## config.mk

```make
export PLATFORM = sky130hd
export DESIGN_NAME = mcpnr_switch_reader
export DESIGN_NICKNAME = d
export VERILOG_FILES = /design/src/rtl/mcpnr_switch_reader.sv
export SDC_FILE = /design/constraint.sdc
export NUM_CORES = 1
export LEC_CHECK = 0
export BUFFER_PORTS_ARGS = -buffer_cell sky130_fd_sc_hd__buf_2
export CAP_MARGIN = 20
export CORE_UTILIZATION = 25
export DETAILED_ROUTE_END_ITERATION = 8
export GPL_TIMING_DRIVEN = 0
export HOLD_SLACK_MARGIN = 0.15
export PLACE_DENSITY = 0.47
export SYNTH_ARGS = -nofsm -noshare
export SYNTH_HDL_FRONTEND = slang
export SYNTH_SLANG_ARGS = --single-unit
export TNS_END_PERCENT = 30
```

## constraint.sdc

```tcl
create_clock -name clk -period 1.84 [get_ports clk]
set_clock_uncertainty 0.15 [all_clocks]
set_input_delay 0.276 -clock clk [delete_from_list [all_inputs] [get_ports clk]]
set_output_delay 0.276 -clock clk [all_outputs]
set_load 0.02 [all_outputs]
```

## src/rtl/mcpnr_switch_reader.sv

```systemverilog
// Switch-bank front end: two-flop synchroniser, per-word debounce, and a
// valid/ready event stage that reports each committed word with its change mask.
module mcpnr_switch_reader #(
    parameter int NSWITCH         = 16,
    parameter int DEBOUNCE_CYCLES = 4
) (
    input  logic               clk,
    input  logic               rst_n,
    input  logic [NSWITCH-1:0] sw_i,
    output logic [NSWITCH-1:0] data_o,
    output logic [NSWITCH-1:0] changed_o,
    output logic               valid_o,
    input  logic               ready_i,
    output logic               overrun_o,
    input  logic               clr_overrun_i
);

    localparam int CNT_W = $clog2(DEBOUNCE_CYCLES) + 1;
    localparam logic [CNT_W-1:0] CNT_MAX = CNT_W'(DEBOUNCE_CYCLES - 1);

    typedef enum logic {
        IDLE = 1'b0,
        PEND = 1'b1
    } state_t;

    state_t             state_q, state_d;
    logic [NSWITCH-1:0] sync1_q, sync1_d;
    logic [NSWITCH-1:0] sync2_q, sync2_d;
    logic [NSWITCH-1:0] cand_q, cand_d;
    logic [NSWITCH-1:0] stable_q, stable_d;
    logic [CNT_W-1:0]   cnt_q, cnt_d;
    logic [NSWITCH-1:0] data_q, data_d;
    logic [NSWITCH-1:0] changed_q, changed_d;
    logic               overrun_q, overrun_d;
    logic               commit;
    logic [NSWITCH-1:0] delta;

    always_ff @(posedge clk or negedge rst_n) begin
        if (!rst_n) begin
            state_q   <= IDLE;
            sync1_q   <= '0;
            sync2_q   <= '0;
            cand_q    <= '0;
            stable_q  <= '0;
            cnt_q     <= '0;
            data_q    <= '0;
            changed_q <= '0;
            overrun_q <= 1'b0;
        end else begin
            state_q   <= state_d;
            sync1_q   <= sync1_d;
            sync2_q   <= sync2_d;
            cand_q    <= cand_d;
            stable_q  <= stable_d;
            cnt_q     <= cnt_d;
            data_q    <= data_d;
            changed_q <= changed_d;
            overrun_q <= overrun_d;
        end
    end

    // Debounce: any disagreement restarts the count; the word commits only
    // once the counter has saturated and the candidate differs from stable.
    always_comb begin
        sync1_d  = sw_i;
        sync2_d  = sync1_q;
        cand_d   = cand_q;
        cnt_d    = cnt_q;
        stable_d = stable_q;
        commit   = 1'b0;
        if (sync2_q != cand_q) begin
            cand_d = sync2_q;
            cnt_d  = '0;
        end else if (cnt_q < CNT_MAX) begin
            cnt_d = cnt_q + CNT_W'(1);
        end else if (cand_q != stable_q) begin
            commit   = 1'b1;
            stable_d = cand_q;
        end
    end

    assign delta = stable_q ^ cand_q;

    // Event FSM: an unaccepted word is overwritten by a newer commit, its
    // change mask accumulated so the consumer still sees every touched bit.
    always_comb begin
        state_d   = state_q;
        data_d    = data_q;
        changed_d = changed_q;
        overrun_d = overrun_q;
        if (clr_overrun_i) begin
            overrun_d = 1'b0;
        end
        unique case (state_q)
            IDLE: begin
                if (commit) begin
                    data_d    = cand_q;
                    changed_d = delta;
                    state_d   = PEND;
                end
            end
            PEND: begin
                if (commit) begin
                    data_d = cand_q;
                    if (ready_i) begin
                        changed_d = delta;
                    end else begin
                        changed_d = changed_q | delta;
                        overrun_d = 1'b1;
                    end
                end else if (ready_i) begin
                    state_d = IDLE;
                end
            end
            default: state_d = IDLE;
        endcase
    end

    assign data_o    = data_q;
    assign changed_o = changed_q;
    assign valid_o   = (state_q == PEND);
    assign overrun_o = overrun_q;

endmodule

```

# After elaboration in Yosys (flattened, before gate mapping)
# Cells that the tools add are included.
# totals
romBits	0
ramBits	0
latch_bits	0
mem_count	0
regBits	101
elab_cells	41
out_inout_bits	34
# classes
n_shift	0
magnitude_cmp	1
n_div	0
mux	18
addsub	1
mul	0
n_bitwise	5
n_reduce_logical	3
n_eq_ne	4
# op_table
cell	count
two-way mux 16 bit	4
!= test 16 bit	2
case mux 16 bit (2 select lines)	1
OR 16 bit	1
bitwise XOR 16 bit	1
two-way mux 1 bit	10
two-way mux 3 bit	2
adder 3 x 1 -> 3 bit, second input constant	1
< comparator 3 x 2 -> 1 bit, second input constant	1
inverter 1 bit	3
AND reduction 3 bit	1
!= test 2 x 1 -> 1 bit, second input constant	1
!= test 2 bit, second input constant	1
case mux 1 bit (2 select lines)	1
AND reduction 2 bit	1
nonzero test 2 bit	1

# Longest topological paths before layout
# Gate-level depths: netlist (run 1).
# depth
word_depth	6
ltp_mapped	7

# Least setup slack after synthesis (run 1)
# No wires, ideal clock.
# synth_timing
kind	register to register
from	reg cand_q[15]
to	reg stable_q[14]
period_less_slack_ps	2035
arrival_ps	1760
setup_ps	125
n_path_buf	1
setup_slack_ps	-195
stages_incl_launch_ff	7
required_ps	1565
cell_sequence	dfrtp_1 -> xnor2_1 -> nand4_1 -> or2_1 -> o211ai_4 -> buf_2 -> mux2_4
# synth_via
elab_chain_len	3
elab_cells_between_ends	4
cone_classes	eq/ne: 2; bitwise: 1; reduce/logical: 1
# synth_rtl
item	line_no	rtl
start, declared	29	logic [NSWITCH-1:0] cand_q, cand_d;
start signal, assigned	53	cand_q <= cand_d;
!= test 16 bit	71	if (sync2_q != cand_q) begin
inverter 1 bit (no line)	n/a	
AND reduction 3 bit (no line) (*)	n/a	
end signal, assigned	54	stable_q <= stable_d;
end, declared	30	logic [NSWITCH-1:0] stable_q, stable_d;
# Every way passes the cells marked *; elsewhere a longest branch is shown, timed or not.
# A chain may end at the register's enable or synchronous reset.

# Worst setup path after layout (run 1)
# layout_timing
from	reg cand_q[1]
to	reg data_q[12] (netlist: data_o[12])
# layout_via
elab_chain_len	4
elab_cells_between_ends	5
cone_classes	eq/ne: 2; mux: 3
# layout_rtl
item	line_no	rtl
!= test 16 bit	76	end else if (cand_q != stable_q) begin
two-way mux 1 bit	76	
two-way mux 1 bit	74	end else if (cnt_q < CNT_MAX) begin
two-way mux 1 bit (*)	71	
end signal, assigned	56	data_q <= data_d;
end, declared	32	logic [NSWITCH-1:0] data_q, data_d;
# Marked as above.

==> key figures, run 1 <==
Detailed routing
  • DR iter-0 viols: 55
  • DR vias/cell: 4.08
  • DRC Markers: 0
  • Final ANT Viol Nets: 0
  • Via count: 2055
  • Total Wirelength: 6970 um
  • Wirelength per Cell: 13.8 um
  • Initial DRT Pass Iterations: 3

Worst setup path
  • Slowest cell on the critical path: dfrtp_2
  • Arr. time, crit path: 2.28 ns
  • Worst setup EP type: flop
  • Crit start category: flop
  • Critical path required time: 1.91 ns
  • Critical path depth in cells: 6
  • Worst Path Max Fanout: 10
  • WP buf/inv: 1
  • Largest stage delay, worst path: 0.44 ns
  • CP delay by family, top: flip-flops
  • CP Class: flop to flop
  • Cells on worst reg2reg path: 6
  • Worst path cell trace: xnor2_2 > nand4_1 > or2_4 > o211ai_4 > buf_8 > mux2_1

Floorplanning
  • # IOs: 54
  • Die width: 123 um
  • Die Y: 123 um
  • Core ar.: 14000 um2
  • Rows: 43
  • Initial Util: 25.9%
  • Full die area: 15000 um2

Global route
  • Largest net degree at the start of global routing: 67
  • Initial antenna violation count: 0
  • Vias in the first global route: 2182
  • GRT Resource Usage Total: 10.5%
  • Global-route wire length before repair: 11500 um
  • Overflow after GRT: 0

Final layout
  • Post-Layout Cell Count: 504
  • Ratio of cells with drive above 1 in the final layout: 38.3%
  • Final Util: 35.2%
  • Sequential Area: 2540 um2
  • Synth-to-Final Area Change: 35.8%
  • Fill count: 1385
  • Nets: 340
  • Antenna cells: 0
  • Area of the multi-input gates: 1210 um2

Clocking
  • H-tree depth: 3
  • Clock latency at the later pin of the worst-skew pair: 0.34 ns
  • CTS tree: done
  • Clk slew on worst S/H paths: 0.06 ns
  • Clock Root Buffer: clkbuf_16
  • CTS Buffer Depth: 2
  • CTS Buf Count: 9
  • CTS Sinks: 101

STA
  • RSZ-0062 raised after global routing: true
  • Setup TNS: -15.23 ns
  • Fin crit share: 120%
  • Endpoints failing hold: 0
  • Minimum clock period: 2.22 ns
  • Worst Max-Slew Pin Slew: 0.478 ns
  • Final setup margin: -0.375 ns
  • Slew Viols, Final: 0
  • # setup viols final: 50
  • Worst rel slew slack: 68.1%
  • Max Clk Rate: 451 MHz

Pwr
  • Leak: 2.26 nW
  • Pwr Density: 892 nW/um2
  • Worst VDD drop: 0.825 mV
  • Total power: 4.40 mW

Hold path
  • Hold depth: 3
  • Hold crit path type: primary input to flop

Yosys
  • Synth Warn #: 0
  • Syn nets: 252
  • Synth cell types: 23
  • Synth Register Bits: 101
  • Synthesized cell area: 3630 um2
  • Post-Syn Instances: 231
  • Post-synthesis sequential area ratio: 69.5%
  • Mean post-synth cell area: 15.7 um2

Placed design
  • Final GP Congestion: 0.730
  • Port Buffer Count: 53
  • Placed Cells: 465
  • Post-DP HPWL: 4790 um

Status
  • Outcome: finished, violations left
  • Failing checks: setup timing

Run
  • Max Cap Viol: 0
state kept, by name, indices dropped and copies added, names as in the netlist, 3 cells and up:
register,flops
sync1_q,16
stable_q,16
cand_q,16
sync2_q,16
data_o,16
changed_o,16
cnt_q,3
cells by family after synthesis:
kind of cell | count (synthesis) | synth area share [%]
AO/OA/AOI/OAI | 23 | 5.65
XOR/XNOR | 32 | 7.71
adder cells (fa/ha/maj) | 1 | 0.344
buffers and inverters | 23 | 3.27
flip-flops | 101 | 69.5
multiplexers | 32 | 10.0
AND/OR/NAND/NOR | 19 | 3.48
worst register-to-register path, stage by stage, from the launching register on:
cell and delay (ns):
dfrtp_2 0.44, xnor2_2 0.22, nand4_1 0.14, or2_4 0.30
o211ai_4 0.29, buf_8 0.22, mux2_1 0.34
layer usage:
| layer | share of wire (%) | vias up | global-route usage (%) |
|---|---|---|---|
| met4 | 1.4 | 0 | 3.89 |
| met5 | 0 | - | 0 |
| met3 | 4.3 | 10 | 3.30 |
| met2 | 49 | 42 | 16.9 |
| met1 | 45 | 1043 | 13.3 |
| li1 | - | 960 | - |
cells in the final DEF, fill, tap and decap left out, types with 9 or more instances in the layout:
cell type	Yosys	routed
xnor2_1	32	14
xnor2_2	0	17
dlygate4sd3_1	0	18
mux2_4	1	9
clkbuf_1	16	18
clkbuf_16	0	9
buf_2	2	52
mux2_1	31	23
o2bb2ai_1	16	13
dfrtp_1	101	93
layout make-up:
class                      instances  area share (%)
buffer                            22            2.99
multi-input combinational        107            24.4
inverter                           1          0.0760
sequential                       101            51.4
timing repair buffer              77            10.4
tap                              180            4.56
clock buffer                      13            5.27
clock inverter                     3           0.887
synthesized netlist by cell type:
cell / count / share of area [%]
dfrtp_1: 101 / 70
xnor2_1: 32 / 7.7
mux2_1: 31 / 9.6
clkbuf_1: 16 / 1.7
o2bb2ai_1: 16 / 3.9
nand4_1: 8 / 1.4
buf_6: 4 / 1.2
nand2b_1: 3 / 0.52
a21oi_1: 2 / 0.28
buf_2: 2 / 0.28
nand2_1: 2 / 0.21
nor2b_1: 2 / 0.34
or2_1: 2 / 0.34
a21boi_0: 1 / 0.21
ha_1: 1 / 0.34
inv_1: 1 / 0.10
mux2_4: 1 / 0.41
nor2_1: 1 / 0.10
nor4_4: 1 / 0.59
o2111ai_2: 1 / 0.41
o211ai_4: 1 / 0.59
o21ai_0: 1 / 0.14
o22ai_1: 1 / 0.17
final timing paths:
path / start / endpoint / slack [ns]
setup reg to reg: cand_q[1] / data_o[12] / -0.38
max in group asynchronous: rst_n / cand_q[14] / 0.54
hold / removal: ready_i / valid_o / 0.17
hold reg to reg: sync1_q[2] / sync2_q[2] / 0.19
min in group asynchronous: rst_n / sync1_q[11] / 0.29
setup / recovery: cand_q[1] / data_o[12] / -0.38
power breakdown:
group	total, mW	internal (mW)	switching (mW)
sequential	2.33	2.28	0.0498
clock	1.88	1.13	0.754
combinational	0.196	0.108	0.0881
through the flow:
stage,hold slack [ns],setup slack [ns],area [um2]
floorplan,-0.170,-0.157,3640
global placement,0.185,-0.788,4130
detailed placement,0.125,-0.546,4160
CTS,0.174,-0.396,4820
global route,0.179,-0.470,4940
finish,0.174,-0.375,4940
repair_timing:
action	CTS	global route
resized for setup	26	25
setup endpoints to repair	50	53
pin swaps	6	9
endpoints found under the hold margin	52	0
hold buffers	18	0
setup buffers	4	1
Power figures use the tool's default switching activity.
==> run 2, diff against run 1 <==
--- a/config.mk
+++ b/config.mk
@@ -10,8 +10,8 @@
 export CORE_UTILIZATION = 25
 export DETAILED_ROUTE_END_ITERATION = 8
 export GPL_TIMING_DRIVEN = 0
-export HOLD_SLACK_MARGIN = 0.15
-export PLACE_DENSITY = 0.47
+export HOLD_SLACK_MARGIN = 0.03
+export PLACE_DENSITY = 0.45
 export SYNTH_ARGS = -nofsm -noshare
 export SYNTH_HDL_FRONTEND = slang
 export SYNTH_SLANG_ARGS = --single-unit
==> constraint.sdc (replaced) <==
create_clock -name clk -period 2.3 [get_ports clk]
set_clock_uncertainty 0.15 [all_clocks]
set_input_delay 0.345 -clock clk [delete_from_list [all_inputs] [get_ports clk]]
set_output_delay 0.345 -clock clk [all_outputs]
set_load 0.02 [all_outputs]
==> run 2 against run 1 <==
Sequential power fell by 20%. First-iteration DRC count rose by 82%. Worst setup slack improved by 0.43 ns. Total power fell by 17%. The run now ends clean. Cell count fell by 0.40%. Final area fell by 2.0%. Critical endpoint is now stable_q[14]. Die area did not move. Core utilization fell by 0.71 points.
==> key figures, run 2 (synthesis results as in run 1) <==
Clocking
  • CTS Buffer Depth: 2 (unchanged)
  • Clock Root Buffer: clkbuf_16
  • Clk slew on worst S/H paths: 0.07 ns (about the same)
  • CTS tree: done
  • H-tree depth: 3 (unchanged)
  • CTS Buf Count: 9 (unchanged)
  • Clock latency at the later pin of the worst-skew pair: 0.34 ns (about the same)
  • CTS Sinks: 101 (unchanged)

Placed design
  • Post-DP HPWL: 4750 um (-0.89%)
  • Placed Cells: 465 (unchanged)
  • Port Buffer Count: 53 (unchanged)
  • Final GP Congestion: 0.709 (-2.9%)
  • Pre-CTS setup slack: -0.0757 ns (+0.471 ns)

Detailed routing
  • DR vias/cell: 4.02 (-1.3%)
  • DRC Markers: 0 (unchanged)
  • Total Wirelength: 7110 um (+1.9%)
  • Wirelength per Cell: 14.2 um (+2.3%)
  • Via count: 2020 (-1.7%)
  • DR iter-0 viols: 100 (+82%)
  • Final ANT Viol Nets: 0 (unchanged)
  • Initial DRT Pass Iterations: 4 (+1)

STA
  • Fin crit share: 97.5% (-23 points)
  • RSZ-0062 raised after global routing: true
  • Worst rel slew slack: 55.3% (-13 points)
  • Slew Viols, Final: 0 (unchanged)
  • Max Clk Rate: 446 MHz (-1.2%)
  • Final setup margin: 0.0582 ns (+0.434 ns)
  • Worst hold slack: 0.197 ns (+0.0232 ns)
  • Setup TNS: 0 ns (+15.23 ns)
  • Endpoints failing hold: 0 (unchanged)
  • # setup viols final: 0 (-100%)
  • Minimum clock period: 2.24 ns (+0.0265 ns)
  • Worst Max-Slew Pin Slew: 0.670 ns (+0.192 ns)

Worst setup path
  • Critical path required time: 2.38 ns (+0.47 ns)
  • CP Class: flop to flop
  • Crit start category: flop
  • Worst Path Max Fanout: 10 (unchanged)
  • Arr. time, crit path: 2.32 ns (+0.04 ns)
  • Worst path cell trace: xnor2_2 > nand4_1 > or2_1 > o211ai_4 > buf_4 > mux2_4
  • WP buf/inv: 1 (unchanged)
  • Worst setup EP type: flop
  • Largest stage delay, worst path: 0.45 ns (about the same)
  • Slowest cell on the critical path: dfrtp_2
  • CP delay by family, top: flip-flops

Global route
  • Vias in the first global route: 2121 (-2.8%)
  • GRT Resource Usage Total: 10.7% (+0.19 points)
  • Overflow after GRT: 0 (unchanged)
  • Initial antenna violation count: 0 (unchanged)
  • Global-route wire length before repair: 11600 um (+1.3%)
  • Largest net degree at the start of global routing: 53 (-21%)

Final layout
  • Post-Layout Cell Count: 502 (-0.40%)
  • Antenna cells: 0 (unchanged)
  • Commonest non-fill, non-tap cells in the layout: dfrtp_1, buf_2, mux2_1
  • Synth-to-Final Area Change: 33.1%
  • Ratio of cells with drive above 1 in the final layout: 31.4% (-6.9 points)
  • Nets: 338 (-0.59%)
  • Most common cell after layout, fill and taps aside: dfrtp_1

Floorplanning
  • Rows: 43 (unchanged)
  • # IOs: 54 (unchanged)
  • Full die area: 15000 um2 (unchanged)
  • Die width: 123 um (unchanged)
  • Die Y: 123 um (unchanged)
  • Initial Util: 25.9% (unchanged)
  • Core ar.: 14000 um2 (unchanged)

Hold path
  • Hold crit path type: flop to flop

Pwr
  • Leak: 2.21 nW (-2.1%)
  • Pwr Density: 756 nW/um2 (-15%)
  • Worst VDD drop: 0.388 mV (-53%)

Status
  • Outcome: completed

Run
  • Max Cap Viol: 0 (unchanged)
==> run 2: changes by cell type in the layout (fill, tap and decap cells not counted), sizes merged <==
cell      previous run  this run
buf                 65        63
bufinv               1         2
clkinvlp             0         1
clkinv               2         0
==> run 2: layout make-up <==
type,count,area (um2)
Buffer,22,124
Clock buffer,13,260
Clock inverter,3,67.6
Fill cell,1373,9210
Inverter,1,3.75
Multi-Input combinational cell,107,1130
Sequential cell,101,2530
Tap cell,180,225
Timing Repair Buffer,75,498
==> run 2: repair_timing <==
item / in CTS / in global routing
hold buffers: 18 / 0
setup buffers: 2 / 1
setup endpoints to repair: 43 / 43
endpoints found under the hold margin: 66 / 0
gates resized for setup: 7 / 17
pin swaps: 1 / 6
==> run 2: through the flow <==
step / instance area [um2] / util (%) / total power [mW]
3_5_place_dp: 4160 / 29.6 / 2.01
4_1_cts: 4720 / 33.6 / 3.72
6_report: 4840 / 34.4 / 3.66
5_1_grt: 4840 / 34.4 / 3.81
3_3_place_gp: 4130 / 29.4 / 2.00
2_1_floorplan: 3630 / - / 1.93
==> run 2: worst register-to-register path, delay by kind of cell, from the launching register on <==
| family | cells | cell delay (ns) |
|---|---|---|
| buf+inv | 1 | 0.25 |
| flops | 1 | 0.45 |
| simple gates | 2 | 0.43 |
| mux | 1 | 0.31 |
| compound gates | 1 | 0.31 |
| xor+xnor | 1 | 0.22 |
==> run 2: power by group <==
group / switching (mW) / internal (mW) / total (mW)
registers: 0.0376 / 1.82 / 1.86
clock network: 0.634 / 1.01 / 1.65
logic: 0.0695 / 0.0825 / 0.152
==> run 2: worst paths after layout <==
check,slack [ns],cells past startpoint,end,start
min in group asynchronous,0.42,2,sync1_q[13],rst_n
setup reg to reg,0.06,6,stable_q[14],cand_q[2]
hold / removal,0.20,0,sync2_q[11],sync1_q[11]
hold reg to reg,0.20,0,sync2_q[11],sync1_q[11]
max in group asynchronous,0.88,3,cand_q[14],rst_n
setup / recovery,0.06,6,stable_q[14],cand_q[2]
==> run 2: metal layers <==
layer / wire length, um / GRT usage (%) / part of all wire (%) / vias to the layer above
li1: - / - / - / 949
met1: 3220 / 13.7 / 45 / 1012
met2: 3370 / 16.4 / 47 / 49
met3: 392 / 3.62 / 5.5 / 10
met4: 123 / 4.57 / 1.7 / 0
met5: 0 / 0 / 0 / -
